[src/rtl/br_cond_dispatch.sv]
`default_nettype none
// ============================================================================
// Module   : br_cond_dispatch
// Purpose  : Consumer end of the compare-result path. Accepts a 1-bit compare
//            result over a valid/ready handshake and dispatches a start to
//            exactly one of two successor block controllers (true / false
//            target), implementing conditional-branch semantics. Keeps
//            saturating per-direction dispatch counters.
// Ports    : clk_i, reset_i        - clock, synchronous active-high reset
//            enable_i              - predecessor block active (gates accept)
//            cond_valid_i, cond_i  - compare result in, 1 = true target
//            cond_ready_o          - branch can accept a condition
//            succ_t_start_o/_ready_i - start handshake to true target
//            succ_f_start_o/_ready_i - start handshake to false target
//            busy_o                - a decision is held, not yet dispatched
//            last_taken_o          - direction of last dispatched branch
//            taken_cnt_o, not_taken_cnt_o - saturating dispatch counters
// Revision : 1.0 - initial release
// ============================================================================
module br_cond_dispatch #(
  parameter bit          ParamUnconditional = 1'b0,
  parameter int unsigned ParamCntWidth      = 16
) (
  input  logic                     clk_i,
  input  logic                     reset_i,
  input  logic                     enable_i,
  input  logic                     cond_valid_i,
  input  logic                     cond_i,
  output logic                     cond_ready_o,
  output logic                     succ_t_start_o,
  input  logic                     succ_t_ready_i,
  output logic                     succ_f_start_o,
  input  logic                     succ_f_ready_i,
  output logic                     busy_o,
  output logic                     last_taken_o,
  output logic [ParamCntWidth-1:0] taken_cnt_o,
  output logic [ParamCntWidth-1:0] not_taken_cnt_o
);

  typedef enum logic [0:0] {
    ST_IDLE  = 1'b0,
    ST_ISSUE = 1'b1
  } state_e;

  localparam logic [ParamCntWidth-1:0] CNT_MAX = '1;
  localparam logic [ParamCntWidth-1:0] CNT_ONE = ParamCntWidth'(1);

  state_e                   state_q, state_d;
  logic                     dec_q, dec_d;
  logic                     last_taken_q, last_taken_d;
  logic [ParamCntWidth-1:0] taken_cnt_q, taken_cnt_d;
  logic [ParamCntWidth-1:0] not_taken_cnt_q, not_taken_cnt_d;

  logic w_accept;
  logic w_handshake;

  // Reset is folded into ready so nothing is accepted on a reset cycle.
  assign cond_ready_o = (state_q == ST_IDLE) && enable_i && !reset_i;
  assign w_accept     = cond_valid_i && cond_ready_o;

  // Only the selected target's ready completes the dispatch.
  assign w_handshake  = (state_q == ST_ISSUE) &&
                        (dec_q ? succ_t_ready_i : succ_f_ready_i);

  always_comb begin
    state_d         = state_q;
    dec_d           = dec_q;
    last_taken_d    = last_taken_q;
    taken_cnt_d     = taken_cnt_q;
    not_taken_cnt_d = not_taken_cnt_q;

    case (state_q)
      ST_IDLE: begin
        if (w_accept) begin
          dec_d   = ParamUnconditional ? 1'b1 : cond_i;
          state_d = ST_ISSUE;
        end
      end
      ST_ISSUE: begin
        // enable_i is deliberately not consulted: an issued start always runs
        // to its handshake.
        if (w_handshake) begin
          last_taken_d = dec_q;
          if (dec_q) begin
            if (taken_cnt_q != CNT_MAX) taken_cnt_d = taken_cnt_q + CNT_ONE;
          end else begin
            if (not_taken_cnt_q != CNT_MAX) not_taken_cnt_d = not_taken_cnt_q + CNT_ONE;
          end
          state_d = ST_IDLE;
        end
      end
      default: state_d = ST_IDLE;
    endcase
  end

  always_ff @(posedge clk_i) begin
    if (reset_i) begin
      state_q         <= ST_IDLE;
      dec_q           <= 1'b0;
      last_taken_q    <= 1'b0;
      taken_cnt_q     <= '0;
      not_taken_cnt_q <= '0;
    end else begin
      state_q         <= state_d;
      dec_q           <= dec_d;
      last_taken_q    <= last_taken_d;
      taken_cnt_q     <= taken_cnt_d;
      not_taken_cnt_q <= not_taken_cnt_d;
    end
  end

  // Starts are pure functions of registered state, so they are glitch-free
  // and mutually exclusive by construction.
  assign busy_o          = (state_q == ST_ISSUE);
  assign succ_t_start_o  = (state_q == ST_ISSUE) &&  dec_q;
  assign succ_f_start_o  = (state_q == ST_ISSUE) && !dec_q;
  assign last_taken_o    = last_taken_q;
  assign taken_cnt_o     = taken_cnt_q;
  assign not_taken_cnt_o = not_taken_cnt_q;

endmodule
`default_nettype wire
[config.mk]
export PLATFORM = sky130hd
export DESIGN_NAME = br_cond_dispatch
export DESIGN_NICKNAME = d
export VERILOG_FILES = /design/src/rtl/br_cond_dispatch.sv
export SDC_FILE = /design/constraint.sdc
export NUM_CORES = 1
export LEC_CHECK = 0
export CAP_MARGIN = 5
export CORE_ASPECT_RATIO = 0.6
export CORE_MARGIN = 2
export CORE_UTILIZATION = 44
export DETAILED_ROUTE_END_ITERATION = 8
export HOLD_SLACK_MARGIN = 0.02
export PLACE_DENSITY = 0.81
export SYNTH_ARGS = -nofsm -noshare
export SYNTH_HDL_FRONTEND = slang
export SYNTH_SLANG_ARGS = --single-unit
[constraint.sdc]
create_clock -name clk_i -period 1.5 [get_ports clk_i]
set_input_delay 0.3 -clock clk_i [delete_from_list [all_inputs] [get_ports clk_i]]
set_output_delay 0.3 -clock clk_i [all_outputs]
set_load 0.005 [all_outputs]
---- Yosys cells after proc, flatten, opt, wreduce, memory -nomap -nowiden ----
Cells that the tools add are included.
cells by class
  add/subtract/negate cells ............... 2
  equal/unequal tests ..................... 2
  muxes and demuxes ....................... 4
  bitwise logic cells ..................... 2
  reduce and logical (&&, ||, !) cells .... 12
operator list
  kind                     number
  $add A16 B1 Y16 const B  2
  $ne A16 B16 Y1 const B   2
  $reduce_and A4 Y1        2
  $logic_and A1 B1 Y1      6
  $reduce_and A2 Y1        2
  $mux W1                  3
  $logic_not A1 Y1         2
  $not A1 Y1               2
  $pmux W1 S2              1
word-level totals
  flip-flop bits (word level) ............. 35
  input port bits ......................... 7
  word-level logic and storage cells ...... 27

---- Logic depth before layout (Yosys ltp) ----
  depth in word-level cells ............... 6
  depth in mapped cells ................... 7
  gate-level depth less buffers ........... 6

---- Worst setup path before layout ----
Ideal clock, no wire load.
  kind .................................... register to register
  start point ............................. register not_taken_cnt_q[0], in the netlist not_taken_cnt_o[0]
  end point ............................... register not_taken_cnt_q[6], in the netlist not_taken_cnt_o[6]
  setup time .............................. 128 ps
  data arrival time ....................... 1,567 ps
  required time ........................... 1,372 ps
  slack ................................... -194 ps
  cell stages (with the launch flop) ...... 7
  path buffers ............................ 0
  clock period less this slack ............ 1,694 ps
  cell sequence ........................... dfxtp_1 -> ha_1 -> nand3_2 -> or4b_1 -> a21oi_2 -> xnor2_1 -> nor2_1
between the ends
  cells in the longest elaborated chain, start to end .. 2
ends and longest elaborated chain
  what                                                                     RTL line  text
  start, declared                                                          52        logic [ParamCntWidth-1:0] not_taken_cnt_q, not_taken_cnt_d;
  start signal, assigned                                                   108       not_taken_cnt_q <= not_taken_cnt_d;
  parallel branches: the longest is 2 deep, another holds $add A16 B1 Y16  -
Parallel ways; which one is timed is not known.
A chain may end at the register's enable or synchronous reset.

---- Worst setup path in the final report ----
  start point ............................. register not_taken_cnt_q[0], in the netlist not_taken_cnt_o[0]
  end point ............................... register not_taken_cnt_q[15], in the netlist not_taken_cnt_o[15]
Same word-level chain as after synthesis.

==> impl_metrics.toml <==
[status]
outcome = "finished with violations"
violations = "negative setup slack"

[setup_path]
start_kind = "register"
cp_data_arrival_time_ns = 1.92
cp_slowest_cell = "dfxtp_4"
endpoint_kind = "register"
max_stage_delay_ns = 0.38
crit_type = "register to register"
crit_path_cell_trace = "buf_6 > nand4_1 > buf_4 > nor4_2 > buf_4 > nand4_1 > xor2_1 > nor2_1"
rr_worst_depth = 8
critical_path_required_ns = 1.72
worstPathMaxFanout = 3

[floorplan]
die_x_um = 87.2
die_area_um2 = 4700
fp.dieH_um = 53.9
fp-row-count = 18
start_util_pct = 45.1
io_pins = 44
coreArea_um2 = 4050

[routing]
drt_iter0_drc = 190
routed_wirelength_um = 7780
viasPerCell = 5.70
detail_route.wl_per_cell_um = 20.5
first_pass_iters = 4
drc = 0
via_count = 2162
ant_nets = 0

[yosys]
synth_cell_types = 47
avgSynthCellArea_um2 = 8.96
syn-num-nets = 213
yosys_register_bits = 35
synth-edff-count = 0
synth.cell_area_um2 = 1830
ys_seq_area_share_pct = 38.3
yosys_warnings = 0
ys_dominant_reg_cell = "dfxtp_1"
synthArstFlopShare_pct = 0
syn_inst = 204

[clocking]
clock_latency_ns = 0.31
postCtsHoldBufs = 0
clk_pin_slew_ns = 0.07
tritoncts = "yes"
clock-sinks = 35
cts_buffers = 5
clock-root-buffer = "clkbuf_8"
cts_buffer_depth = 2
h-tree-depth = 2

[timing]
rsz0062_at_grt = "true"
fmaxAchievable_mhz = 589
drv_slew = 0
hold_viol = 0
whs_ns = 0.543
fin_crit_sh_pct = 113
setup_violations = 30
finClkSkew_ns = 0.0122
slew_headroom_pct = 62.0
tightest_slew_ns = 0.571
layout_min_cycle_time_ns = 1.70
setup_slack_ns = -0.197

[global_routing]
grt_pass1_wl_um = 8530
antenna_found_initial = 0
grt_usage_pct = 24.5
grt_overflow = 0
grt_max_degree = 31
grt_pass1_vias = 1749

[placed_design]
io_buffer_count = 43
dp_hpwl_um = 3670
place_congestion = 0.900
placed_area_um2 = 2780
dp_cells = 347

[final_layout]
diodes = 0
stdcell_area_um2 = 3360
fin_cells = 379
final_common_cell = "buf_4"
layout_common_cells = "buf_4 (68), nor2_1 (34), dlygate4sd2_1 (30)"
nets = 337
syn_to_final_growth_pct = 83.6
drive_above_1_share_pct = 52.0

[power_and_ir_drop]
p_per_area_nw_per_um2 = 538
peakVddDrop_v = 0.000516
leakagePower_uw = 0.00152

[worst_hold_path]
hold_path_depth = 2
hp-class = "register to register"

[job]
max_cap_violations = 0
==> through the flow <==
step | TNS [ns] | power [µW] | utilization [%] | setup slack (ns)
after floorplan | -0.0109 | 1000 | - | -0.0107
after global placement | -9.76 | 1050 | 68.5 | -0.430
after detailed placement | -10.65 | 1050 | 68.5 | -0.471
after CTS | -0.189 | 1760 | 74.7 | -0.0755
after global routing | -4.37 | 1850 | 82.8 | -0.302
final | -2.69 | 1800 | 82.8 | -0.197
==> worst max-delay path, delay by kind of cell (launching register included) <==
family,cells,cell delay (ns)
xor gates and xnor gates,1,0.18
DFF,1,0.38
buffers and inverters,3,0.44
and+or+nand+nor,4,0.61
==> routing by layer <==
layer	global-route usage (%)	vias to the layer above	routed length, µm
met2	37.0	112	3720
li1	-	978	-
met1	34.8	1060	3360
met5	0	-	0
met4	8.46	0	104
met3	5.21	12	600
==> sequential cells by signal, summed over array words and instances, names as in the netlist <==
register         cells
dec_q                1
last_taken_o         1
taken_cnt_o         16
busy_o               1
not_taken_cnt_o     16
==> power by group <==
| group | internal [µW] | switching, µW |
|---|---|---|
| sequential | 914 | 7.41 |
| clock | 371 | 374 |
| combinational | 69.6 | 67.9 |
==> cells in the mapped netlist (2+ instances only) <==
cell      instances  share of area, %
dfxtp_1          35                38
nor2_1           35               7.2
xnor2_1          15               7.2
nand3_1          13               3.6
nand2_1          10               2.1
xor2_1           10               4.8
nand4_1           9               3.1
nor3_1            7               1.9
a21oi_1           6               1.6
clkbuf_1          4              0.82
mux2i_1           4               2.2
nor3b_1           4               1.6
nor4_1            4               1.4
and3_1            3               1.0
and4_1            3               1.4
inv_1             3              0.62
o21ai_0           3              0.82
a21oi_2           2              0.96
and2_1            2              0.68
buf_6             2               1.2
ha_1              2               1.4
nand2b_1          2              0.68
nor4_4            2               2.3
==> path summary, 6_finish.rpt <==
path | from | endpoint | slack [ns]
worst max register to register | not_taken_cnt_o[0]$_SDFFE_PP0P_ | not_taken_cnt_o[15]$_SDFFE_PP0P_ | -0.20
worst min-delay path | last_taken_o$_SDFFE_PP0P_ | last_taken_o$_SDFFE_PP0P_ | 0.54
worst max-delay path | not_taken_cnt_o[0]$_SDFFE_PP0P_ | not_taken_cnt_o[15]$_SDFFE_PP0P_ | -0.20
worst min register to register | last_taken_o$_SDFFE_PP0P_ | last_taken_o$_SDFFE_PP0P_ | 0.54
==> timing repair <==
| item | in CTS | in global routing |
|---|---|---|
| gates resized for setup | 79 | 55 |
| pin swaps | 10 | 42 |
| endpoints found under the setup margin | 59 | 36 |
| buffers inserted | 12 | 13 |
==> kinds of logic (layout without fill, tap and decap cells) <==
family	count (synthesis)	count (layout)	synth area share, %
compound gates	20	20	7.46
buf+inv	11	136	3.29
simple gates	107	107	35.4
fa+ha+maj	2	2	1.37
flops	35	35	38.3
xor+xnor	25	25	12.0
mux	4	4	2.19
==> layout make-up <==
cell class / count / area [µm²]
Sequential cell: 35 / 772
Timing Repair Buffer: 125 / 1060
Inverter: 3 / 11.3
Multi-Input combinational cell: 158 / 1360
Clock inverter: 1 / 5.00
Fill cell: 208 / 697
Tap cell: 50 / 62.6
Clock buffer: 7 / 86.3
Power figures use the tool's default switching activity.
